--- src/rtl/demux13x16_pkg.sv ---
// ---------------------------------------------------------------------------
// demux13x16_pkg
// Shared definitions for the 1-to-3 result demultiplexer:
//   - destination select codes carried on cntrl
//   - one-entry slot state encoding
//   - default data width
// Optional feature macro used by the files importing this package:
//   DEMUX_CNT_EN  -> per-port saturating transfer counters
// ---------------------------------------------------------------------------
package demux13x16_pkg;

    // Destination select codes; 2'b11 aliases port 1 like the mux default arm
    localparam logic [1:0] SEL_P1  = 2'b00;
    localparam logic [1:0] SEL_P2  = 2'b01;
    localparam logic [1:0] SEL_P3  = 2'b10;
    localparam logic [1:0] SEL_P1B = 2'b11;

    // One-entry holding slot state
    typedef enum logic {
        ST_EMPTY = 1'b0,
        ST_FULL  = 1'b1
    } slot_state_e;

    localparam int WIDTH_DEF = 16;

endpackage : demux13x16_pkg

--- src/rtl/demux13x16_slot.sv ---
// ---------------------------------------------------------------------------
// demux_slot
// One-entry register slice for a single demux destination.
// Ports:
//   clk, reset   rising-edge clock, synchronous active-high reset
//   load         a word routed to this slot is accepted this cycle
//   din          word to capture on load
//   rdy          consumer takes the held word this cycle (ignored when empty)
//   dout, vld    held word and slot-full flag (both straight from flops)
//   free         slot can take a word this cycle (empty, or draining now)
//   cnt          accepted-word count, saturating (only with DEMUX_CNT_EN)
// The top only asserts load when free is high, so a load into a FULL slot
// always coincides with a drain.
// ---------------------------------------------------------------------------
module demux_slot
    import demux13x16_pkg::*;
#(
    parameter int WIDTH = WIDTH_DEF
`ifdef DEMUX_CNT_EN
    , parameter int CNT_W = 16
`endif
) (
    input  logic             clk,
    input  logic             reset,
    input  logic             load,
    input  logic [WIDTH-1:0] din,
    input  logic             rdy,
    output logic [WIDTH-1:0] dout,
    output logic             vld,
    output logic             free
`ifdef DEMUX_CNT_EN
    , output logic [CNT_W-1:0] cnt
`endif
);

    slot_state_e      state_q, state_d;
    logic [WIDTH-1:0] data_q, data_d;

    // Slot next-state and held-word update
    always_comb begin
        state_d = state_q;
        data_d  = data_q;
        case (state_q)
            ST_EMPTY: begin
                if (load) state_d = ST_FULL;
                else      state_d = ST_EMPTY;
            end
            ST_FULL: begin
                // a reload in the same cycle as a drain keeps the slot full
                if (load)     state_d = ST_FULL;
                else if (rdy) state_d = ST_EMPTY;
                else          state_d = ST_FULL;
            end
            default: state_d = ST_EMPTY;
        endcase
        // the word is kept after drain; only a new load replaces it
        if (load) data_d = din;
        else      data_d = data_q;
    end

    // Slot state and data registers
    always_ff @(posedge clk) begin
        if (reset) begin
            state_q <= ST_EMPTY;
            data_q  <= {WIDTH{1'b0}};
        end else begin
            state_q <= state_d;
            data_q  <= data_d;
        end
    end

    assign vld  = (state_q == ST_FULL);
    assign dout = data_q;
    assign free = (state_q == ST_EMPTY) | rdy;

`ifdef DEMUX_CNT_EN
    logic [CNT_W-1:0] cnt_q, cnt_d;

    // Saturating count of words accepted into this slot
    always_comb begin
        cnt_d = cnt_q;
        if (load && (cnt_q != {CNT_W{1'b1}})) cnt_d = cnt_q + CNT_W'(1);
        else                                   cnt_d = cnt_q;
    end

    // Counter register
    always_ff @(posedge clk) begin
        if (reset) cnt_q <= {CNT_W{1'b0}};
        else       cnt_q <= cnt_d;
    end

    assign cnt = cnt_q;
`endif

endmodule : demux_slot

--- src/rtl/demux13x16.sv ---
// ---------------------------------------------------------------------------
// demux13x16
// Registered 1-to-3 demultiplexer for datapath result words; inverse of the
// 3:1 operand mux. Each destination owns a one-entry slot with valid/ready,
// so a stalled consumer only blocks words aimed at it.
// Ports:
//   clk, reset             rising-edge clock, synchronous active-high reset
//   cntrl                  01 -> port 2, 10 -> port 3, 00/11 -> port 1
//   din, in_valid          input word and its qualifier
//   in_ready               combinational: selected slot empty or draining
//   dout1..3, vld1..3      held word and valid per destination
//   rdy1..3                per-destination consume strobe
//   cnt1..3                per-port saturating accept counts
// Optional feature: define DEMUX_CNT_EN to add the cnt1..3 ports/counters.
// ---------------------------------------------------------------------------
module demux13x16
    import demux13x16_pkg::*;
#(
    parameter int WIDTH = WIDTH_DEF
`ifdef DEMUX_CNT_EN
    , parameter int CNT_W = 16
`endif
) (
    input  logic             clk,
    input  logic             reset,
    input  logic [1:0]       cntrl,
    input  logic [WIDTH-1:0] din,
    input  logic             in_valid,
    output logic             in_ready,
    output logic [WIDTH-1:0] dout1,
    output logic [WIDTH-1:0] dout2,
    output logic [WIDTH-1:0] dout3,
    output logic             vld1,
    output logic             vld2,
    output logic             vld3,
    input  logic             rdy1,
    input  logic             rdy2,
    input  logic             rdy3
`ifdef DEMUX_CNT_EN
    , output logic [CNT_W-1:0] cnt1
    , output logic [CNT_W-1:0] cnt2
    , output logic [CNT_W-1:0] cnt3
`endif
);

    logic [2:0] sel_s;
    logic [2:0] free_s;
    logic [2:0] load_s;
    logic       accept_s;

    // One-hot destination decode of cntrl
    always_comb begin
        sel_s = 3'b001;
        case (cntrl)
            SEL_P2:          sel_s = 3'b010;
            SEL_P3:          sel_s = 3'b100;
            SEL_P1, SEL_P1B: sel_s = 3'b001;
            default:         sel_s = 3'b001;
        endcase
    end

    // rdyN reaches in_ready combinationally so a draining slot can refill
    assign in_ready = |(sel_s & free_s);
    assign accept_s = in_valid & in_ready;
    assign load_s   = sel_s & {3{accept_s}};

    demux_slot #(
        .WIDTH (WIDTH)
`ifdef DEMUX_CNT_EN
        , .CNT_W (CNT_W)
`endif
    ) u_slot1 (
        .clk (clk), .reset (reset), .load (load_s[0]), .din (din), .rdy (rdy1),
        .dout (dout1), .vld (vld1), .free (free_s[0])
`ifdef DEMUX_CNT_EN
        , .cnt (cnt1)
`endif
    );

    demux_slot #(
        .WIDTH (WIDTH)
`ifdef DEMUX_CNT_EN
        , .CNT_W (CNT_W)
`endif
    ) u_slot2 (
        .clk (clk), .reset (reset), .load (load_s[1]), .din (din), .rdy (rdy2),
        .dout (dout2), .vld (vld2), .free (free_s[1])
`ifdef DEMUX_CNT_EN
        , .cnt (cnt2)
`endif
    );

    demux_slot #(
        .WIDTH (WIDTH)
`ifdef DEMUX_CNT_EN
        , .CNT_W (CNT_W)
`endif
    ) u_slot3 (
        .clk (clk), .reset (reset), .load (load_s[2]), .din (din), .rdy (rdy3),
        .dout (dout3), .vld (vld3), .free (free_s[2])
`ifdef DEMUX_CNT_EN
        , .cnt (cnt3)
`endif
    );

endmodule : demux13x16

--- config.mk ---
export PLATFORM = sky130hd
export DESIGN_NAME = demux13x16
export DESIGN_NICKNAME = d
export VERILOG_FILES = /design/src/rtl/demux13x16_pkg.sv /design/src/rtl/demux13x16_slot.sv /design/src/rtl/demux13x16.sv
export SDC_FILE = /design/constraint.sdc
export NUM_CORES = 1
export LEC_CHECK = 0
export BUFFER_PORTS_ARGS = -buffer_cell sky130_fd_sc_hd__buf_2
export CAP_MARGIN = 20
export CORE_UTILIZATION = 30
export CTS_BUF_LIST = sky130_fd_sc_hd__clkbuf_4 sky130_fd_sc_hd__clkbuf_8
export DETAILED_ROUTE_END_ITERATION = 12
export SKIP_LAST_GASP = 1
export SYNTH_ARGS = -nofsm -noshare
export SYNTH_HDL_FRONTEND = slang
export SYNTH_SLANG_ARGS = --single-unit
--- constraint.sdc ---
create_clock -name clk -period 2 [get_ports clk]
set_input_delay 0.3 -clock clk [delete_from_list [all_inputs] [get_ports clk]]
set_output_delay 0.3 -clock clk [all_outputs]
set_load 0.02 [all_outputs]
==> flow_metrics.tcl, run 1 <==
set metrics [dict create \
    drc_errors 0 \
    antenna_cells 0 \
    r2r-start "u_slot2.vld" \
    ys.flop_type "dfxtp_1" \
    final_cell_area_um2 2736 \
    end_kind "primary output" \
    post-cts-setup-buffer-count 0 \
    design.final.nets 299 \
    viasPerCell 4.254 \
    ys_ff_latch 51 \
    postRouteAntennaNets 0 \
    swShare 0.2854 \
    synthTopCellsByArea "dfxtp_1 47%, mux2i_1 22%, nand2b_1 19%" \
    clk_path_buf_depth 2 \
    io_pins 76 \
    die_h_um 86.75 \
    dp_hpwl_um 3312 \
    setup-tns-final_ns 0 \
    timing.hold.ws_ns 0.2832 \
    drt_iter0_markers 51 \
    antenna_found_initial 0 \
    syn_nets 220 \
    die_w_um 86.75 \
    ctsHoldBuffers 0 \
    wire_per_inst_um 12.38 \
    worstMarginPinSlew_ns 0.3885 \
    synth_most_common_cell "nand2b_1" \
    timing.rr.end "u_slot1.dout[3]" \
    insertion_delay_ns 0.31 \
    path_clk_slew_ns 0.09 \
    hold_viol_final 0 \
    cap_violations 0 \
    slew_viol_final 0 \
    place_congestion 0.6609 \
    fin_worst_skew_ns 0.01049 \
    dieArea_um2 7525 \
    synth_area_leader_cell "dfxtp_1" \
    ff2ff_setup_slack_ns 0.60 \
    critPathMaxFanout 3 \
    cpPeakStageDelay_ns 0.38 \
    initial_core_util 0.3137 \
    hold_path_class "primary input to register" \
    synth.top_cells.by_count "67 x nand2b_1, 51 x dfxtp_1, 48 x mux2i_1" \
    rsz0062_at_grt "false" \
    synth_top_area_share 0.4739 \
    ys_seq_area_frac 0.4739 \
    p_leak_nw 1.468 \
    port_buffers 75 \
    dpl_cell_area_um2 2641 \
    combPwrFrac 0.164 \
    p_per_area_nw_per_um2 752.6 \
    slowest_stage "a222oi_1" \
    whs_path_depth 3 \
    post_cts_resized 0 \
    firstDrtPassIters 4 \
    max_slew_margin 0.7410 \
    fin_crit_sh 0.8129 \
    cts_tree "built" \
    synth.distinct_cells 14 \
    register_area_um2 1021 \
    ir_worst_vdd_mv 0.3882 \
    final_util 0.3984 \
    core_region_area_um2 6869 \
    cts_htree_levels 2 \
    final-setup-viol-count 0 \
    p_sw_w 0.0005877 \
    r2r_cells 5 \
    fin_crit_ns 1.626 \
    cp_data_required_time_ns 1.70 \
    rows 30 \
    async_reset_ff_frac 0 \
    grt.total_usage 0.1271 \
    outcome "completed" \
    worstHoldEndpoint "u_slot3.vld" \
    dp.cells 362 \
    grt_pass1_vias 1456 \
    cts_buffers 5 \
    layout-drive-gt1-share 0.3467 \
    min-delay-start "in_valid" \
    area_growth_pct 27.00 \
    sequentialPowerShare 0.530 \
    num_vias 1574 \
    clock.fmax_mhz 615.1 \
    grt_pass1_wl_um 7314 \
    cp_data_arrival_time_ns 1.33 \
    syn_area_per_cell_um2 11.11 \
    grt_max_degree 44 \
    crit_type "register to primary output" \
    ys_warn_count 0 \
    n_fill_cell 704 \
    synth_cells 194 \
    cts_sinks 51 \
    syn_area_um2 2155 \
    start_kind "register" \
    crit_chain "nand2b_1 > a222oi_1 > inv_1 > buf_2" \
    multiInputGateArea_um2 1036 \
    clkPwrFrac 0.306 \
    cts_root_buf "clkbuf_8" \
    synth_edf_count 0 \
    routed_wl_um 4579 \
    cellInternalPower_w 0.001472 \
    final_cell_count_no_fill 370 \
    grt_overflow 0 \
]
[metrics by stage]
step | power [W] | setup slack (ns)
global placement | 0.001455 | 0.1808
global route | 0.002164 | 0.2453
finish | 0.002059 | 0.3743
CTS | 0.002095 | 0.3291
detailed placement | 0.001457 | 0.1659
floorplan | 0.001348 | 0.2686
[flip-flops by register name, indices dropped and copies added, names as in the netlist]
name / cells
u_slot3.dout: 16
u_slot1.vld: 1
u_slot1.dout: 16
u_slot2.vld: 1
u_slot3.vld: 1
u_slot2.dout: 16
[critical path: cells and delay by family (launching register included)]
kind                   cells  cell delay (ns)
AO/OA/AOI/OAI              1             0.38
buffers and inverters      2             0.23
flip-flops                 1             0.33
AND/OR/NAND/NOR            1             0.09
[power groups by stage]
stage          Combinational [W]  Clock [W]  Sequential, W
3_5_place_dp            0.000343          0        0.00111
4_1_cts                 0.000344   0.000659        0.00109
5_1_grt                 0.000365   0.000702        0.00110
6_report                0.000337   0.000631        0.00109
3_3_place_gp            0.000340          0        0.00111
2_1_floorplan           0.000173          0        0.00117
[cells by family (layout without fill, tap and decap cells)]
| kind of cell | after synthesis | count (layout) | share of synthesized area |
|---|---|---|---|
| adder cells (fa/ha/maj) | 2 | 2 | 0.01161 |
| multiplexers | 48 | 48 | 0.2230 |
| AO/OA/AOI/OAI | 8 | 8 | 0.03949 |
| flip-flops | 51 | 51 | 0.4739 |
| buffers and inverters | 13 | 93 | 0.04530 |
| AND/OR/NAND/NOR | 72 | 72 | 0.2067 |
[layout make-up]
type,instances,area share
Inverter,3,0.004115
Tap cell,96,0.04390
Clock inverter,3,0.009602
Multi-Input combinational cell,130,0.3786
Clock buffer,5,0.02515
Timing Repair Buffer,82,0.1655
Sequential cell,51,0.3731
[worst max path at each step]
| stage | from | end | slack, ns | depth (start not counted) |
|---|---|---|---|---|
| 2_1_floorplan | cntrl[0] | u_slot1.dout[10] | 0.27 | 7 |
| 5_1_grt | u_slot2.vld | in_ready | 0.25 | 4 |
| 4_1_cts | u_slot2.vld | in_ready | 0.33 | 4 |
| 6_report | u_slot2.vld | in_ready | 0.37 | 4 |
| 3_3_place_gp | cntrl[0] | u_slot1.dout[10] | 0.18 | 8 |
| 3_5_place_dp | cntrl[0] | u_slot3.dout[2] | 0.17 | 8 |
[layer usage]
metal  GRT usage  wire length [µm]  part of all wire  up-vias
met3     0.02952               180             0.039        5
met2      0.2107              2256              0.49       39
met5           0                 0                 0        -
met4     0.04545                60             0.013        0
met1      0.1617              2082              0.45      731
li1            -                 -                 -      799
[cells in the final DEF, fill, tap and decap left out, types with 2 or more instances in the layout]
master and count:
inv_6 2, o21ai_4 3, dfxtp_1 51, a21oi_1 3, nand2b_1 67, buf_4 5
mux2i_1 48, inv_1 3, clkbuf_8 5, nand2_1 3, buf_2 75, ha_1 2
buf_12 2
Power figures use the tool's default switching activity.
==> inputs of run 2 (changes only) <==
==> constraint.sdc (replaced) <==
create_clock -name clk -period 1.5 [get_ports clk]
set_input_delay 0.225 -clock clk [delete_from_list [all_inputs] [get_ports clk]]
set_output_delay 0.225 -clock clk [all_outputs]
set_load 0.02 [all_outputs]
==> flow_metrics.tcl, run 2 (synthesis results as in run 1) <==
set metrics [dict create \
    place_ws_ns -0.1491 \
    grt_overflow 0 \
    power.total_w 0.002813 \
    viasPerCell 4.243 \
    core_region_area_um2 6869 \
    num_vias 1604 \
    n_fill_cell 701 \
    grt.total_usage 0.1280 \
    rows 30 \
    final_common_cell "buf_2" \
    cap_violations 0 \
    timing.hold.ws_ns 0.1944 \
    violations "setup timing" \
    port_buffers 75 \
    die_w_um 86.75 \
    dp_hpwl_um 3329 \
    grt_max_degree 52 \
    p_per_area_nw_per_um2 975.0 \
    clock.fmax_mhz 615.7 \
    dieArea_um2 7525 \
    cp_data_arrival_time_ns 1.40 \
    hold_viol_final 0 \
    antenna_cells 0 \
    insertion_delay_ns 0.31 \
    drc_errors 0 \
    crit_chain "nand2b_4 > buf_6 > a222oi_1 > inv_1 > buf_6" \
    crit_family "flip-flops" \
    crit_buf_inv 3 \
    outcome "finished with violations" \
    cts_sinks 51 \
    design.final.nets 307 \
    routed_wl_um 4676 \
    cts_buffers 5 \
    fin_crit_ns 1.624 \
    max_slew_margin 0.8029 \
    antenna_found_initial 0 \
    layout_common_cells "74 x buf_2, 66 x nand2b_1, 49 x dfxtp_1, 48 x mux2i_1, 7 x buf_4" \
    wire_per_inst_um 12.37 \
    worstMarginPinSlew_ns 0.2956 \
    crit_type "register to primary output" \
    grt_pass1_wl_um 7396 \
    start_kind "register" \
    cts_root_buf "clkbuf_8" \
    ir_worst_vdd_mv 0.4239 \
    final_util 0.4200 \
    initial_core_util 0.3137 \
    p_leak_nw 1.536 \
    die_h_um 86.75 \
    layout-drive-gt1-share 0.3830 \
    postRouteAntennaNets 0 \
    io_pins 76 \
    hold_path_class "primary input to register" \
    cts_tree "built" \
    fin_worst_skew_ns 0.005612 \
    area_growth_pct 33.91 \
    drt_iter0_markers 42 \
    rsz0062_at_grt "true" \
    place_congestion 0.7009 \
    grt_pass1_vias 1546 \
    critPathMaxFanout 2 \
    cpPeakStageDelay_ns 0.36 \
    final_cell_count_no_fill 378 \
    cp_data_required_time_ns 1.27 \
    end_kind "primary output" \
    postLayoutSetupSlackWorst_ns -0.1240 \
    path_clk_slew_ns 0.09 \
    firstDrtPassIters 5 \
    slowest_stage "dfxtp_2" \
    dp.cells 368 \
    clk_path_buf_depth 2 \
    cts_htree_levels 2 \
    fin_crit_sh 1.083 \
    slew_viol_final 0 \
    worst_path_most_repeated_cell "buf_6" \
    final-setup-viol-count 49 \
]
[run 2: final cells by class]
| cell class | count | area [µm²] | area share |
|---|---|---|---|
| clock buffers | 6 | 82.58 | 0.02862 |
| clock inverters | 2 | 16.27 | 0.005637 |
| inverters | 3 | 18.77 | 0.006505 |
| multi-input cells | 130 | 1056 | 0.3660 |
| flip-flops and latches | 51 | 1023 | 0.3547 |
| well taps | 96 | 120.1 | 0.04163 |
| repair buffers | 90 | 568.0 | 0.1969 |
[run 2: path summary, 6_finish.rpt]
| path | slack [ns] | depth (start not counted) | to | start |
|---|---|---|---|---|
| hold / removal | 0.19 | 3 | u_slot3.vld | in_valid |
| hold reg to reg | 0.48 | 2 | u_slot3.dout[8] | u_slot3.dout[8] |
| setup / recovery | -0.12 | 5 | in_ready | u_slot2.vld |
| setup reg to reg | -0.11 | 7 | u_slot2.dout[7] | u_slot2.vld |
[run 2: power by group]
part / internal, W / total [W] / leakage [nW] / switching [W]
combinational: 0.000235 / 0.000500 / 1.07 / 0.000265
sequential: 0.00142 / 0.00146 / 0.416 / 0.0000347
clock: 0.000378 / 0.000858 / 0.0474 / 0.000480
[run 2: timing repair]
item	in CTS	in global routing
buffers inserted	1	1
gates resized for setup	2	4
hold buffers	0	0
pin swaps	1	3
setup endpoints to repair	1	49
[run 2: per-stage QoR]
stage	TNS [ns]	area [µm²]
final	-3.769	2885
after CTS	-0.2005	2859
after floorplan	-0.7097	2177
after global placement	-5.062	2746
after global routing	-6.781	2885
after detailed placement	-5.664	2746
[run 2: tightest hold or removal path, stage by stage]
cell and delay [ns]:
buf_2 0.12, nand2_1 0.06, a21oi_1 0.05
[run 2: layer usage]
layer  wire (µm)  vias up  global-route usage
met5           0        -                   0
met4          59        0             0.03636
met3         194        6             0.03238
met2        2293       40              0.2229
met1        2128      742              0.1562
li1            -      816                   -
==> inputs of run 3 (changes only) <==
--- a/config.mk
+++ b/config.mk
@@ -14,3 +14,4 @@
 export SYNTH_ARGS = -nofsm -noshare
 export SYNTH_HDL_FRONTEND = slang
 export SYNTH_SLANG_ARGS = --single-unit
+export TNS_END_PERCENT = 1
==> flow_metrics.tcl, run 3 (synthesis results as in run 1) <==
set metrics [dict create \
    hold_path_class "primary input to register" \
    max_slew_margin 0.7945 \
    cp_data_required_time_ns 1.27 \
    rsz0062_at_grt "true" \
    routed_wl_um 4651 \
    wire_per_inst_um 12.30 \
    clock.fmax_mhz 611.5 \
    io_pins 76 \
    cts_root_buf "clkbuf_8" \
    final-setup-viol-count 49 \
    insertion_delay_ns 0.31 \
    viasPerCell 4.235 \
    postRouteAntennaNets 0 \
    cpPeakStageDelay_ns 0.36 \
    critPathMaxFanout 2 \
    whs_path_depth 3 \
    min-delay-start "in_valid" \
    worstHoldEndpoint "u_slot3.vld" \
    grt.total_usage 0.1280 \
    grt_pass1_wl_um 7396 \
    dp.cells 368 \
    r2r-start "u_slot2.vld" \
    die_h_um 86.75 \
    drc_errors 0 \
    outcome "finished with violations" \
    fin_worst_skew_ns 0.004367 \
    clk_path_buf_depth 2 \
    path_clk_slew_ns 0.09 \
    antenna_found_initial 0 \
    rows 30 \
    cap_violations 0 \
    layout-drive-gt1-share 0.3830 \
    final_cell_count_no_fill 378 \
    grt_pass1_vias 1546 \
    register_area_um2 1023 \
    drt_iter0_markers 43 \
    cts_tree "built" \
    cts_sinks 51 \
    p_leak_nw 1.533 \
    worst_path_most_repeated_cell "buf_6" \
    num_vias 1601 \
    timing.rr.end "u_slot2.dout[10]" \
    antenna_cells 0 \
    place_ws_ns -0.1491 \
    initial_core_util 0.3137 \
    worstMarginPinSlew_ns 0.3082 \
    final_common_cell "buf_2" \
    crit_type "register to primary output" \
    dp_hpwl_um 3329 \
    hold_viol_final 0 \
    place_congestion 0.7009 \
    n_fill_cell 700 \
    ctsHoldBuffers 0 \
    cp_data_arrival_time_ns 1.41 \
    crit_family "flip-flops" \
    fin_crit_ns 1.635 \
    multiInputGateArea_um2 1056 \
    cts_htree_levels 2 \
    layout_common_cells "74 x buf_2, 66 x nand2b_1, 49 x dfxtp_1, 48 x mux2i_1, 9 x buf_4" \
    end_kind "primary output" \
    area_growth_pct 33.57 \
    crit_chain "nand2b_4 > buf_6 > a222oi_1 > inv_1 > buf_6" \
    firstDrtPassIters 4 \
    grt_max_degree 52 \
    slew_viol_final 0 \
    design.final.nets 307 \
    p_per_area_nw_per_um2 975.2 \
    r2r_cells 7 \
    violations "setup timing" \
    port_buffers 75 \
    cts_buffers 5 \
    grt_overflow 0 \
    slowest_stage "dfxtp_2" \
    fin_crit_sh 1.090 \
    ff2ff_setup_slack_ns -0.12 \
    die_w_um 86.75 \
    dieArea_um2 7525 \
    core_region_area_um2 6869 \
    start_kind "register" \
    crit_buf_inv 3 \
    final_util 0.4189 \
    postLayoutSetupSlackWorst_ns -0.1354 \
    ir_worst_vdd_mv 0.4238 \
]
-- run 3: cell types whose count changed in the layout (fill, tap and decap cells not counted) --
cell,change
buf_6,-2
buf_4,+2
-- run 3: metal layers --
| layer | global-route usage | vias up | part of all wire |
|---|---|---|---|
| met4 | 0.03636 | 0 | 0.013 |
| met3 | 0.03238 | 6 | 0.042 |
| met2 | 0.2229 | 40 | 0.50 |
| li1 | - | 814 | - |
| met5 | 0 | - | 0 |
| met1 | 0.1562 | 741 | 0.45 |
-- run 3: tightest hold or removal path: stages --
cell,delay [ns]
buf_2,0.12
nand2_1,0.06
a21oi_1,0.05
-- run 3: how the worst max path moves through the flow --
stage | startpoint | end | slack [ns] | cells past startpoint
3_3_place_gp | cntrl[0] | u_slot3.dout[9] | -0.12 | 8
3_5_place_dp | cntrl[0] | u_slot2.dout[10] | -0.15 | 8
6_report | u_slot2.vld | in_ready | -0.14 | 5
4_1_cts | u_slot2.vld | in_ready | -0.14 | 5
5_1_grt | u_slot2.vld | in_ready | -0.23 | 5
2_1_floorplan | cntrl[0] | u_slot1.dout[10] | -0.02 | 7
-- run 3: repair_timing --
action,4_1_cts,5_1_grt
pin swaps,1,1
setup endpoints to repair,1,49
resized for setup,2,2
gates cloned,0,0
buffers inserted,1,1
hold endpoints to repair,0,0
-- run 3: report_power, final --
group	switching (W)	internal (W)
Sequential	0.0000346	0.00142
Combinational	0.000263	0.000233
Clock	0.000477	0.000378
Total	0.000775	0.00203
-- run 3: cell type report --
| class | instances | share of cell area |
|---|---|---|
| flip-flops and latches | 51 | 0.3557 |
| well taps | 96 | 0.04174 |
| repair buffers | 90 | 0.1948 |
| clock inverters | 2 | 0.005652 |
| inverters | 3 | 0.006522 |
| multi-input cells | 130 | 0.3670 |
| clock buffers | 6 | 0.02870 |
-- run 3: per-stage QoR --
step	total power (W)	hold WS (ns)	cell area, µm²	TNS (ns)
2_1_floorplan	0.001804	0.3648	2177	-0.7097
3_3_place_gp	0.001980	0.4599	2746	-5.062
3_5_place_dp	0.001982	0.4622	2746	-5.664
4_1_cts	0.002857	0.1763	2859	-0.2005
5_1_grt	0.002945	0.2072	2878	-7.972
6_report	0.002807	0.1921	2878	-4.662
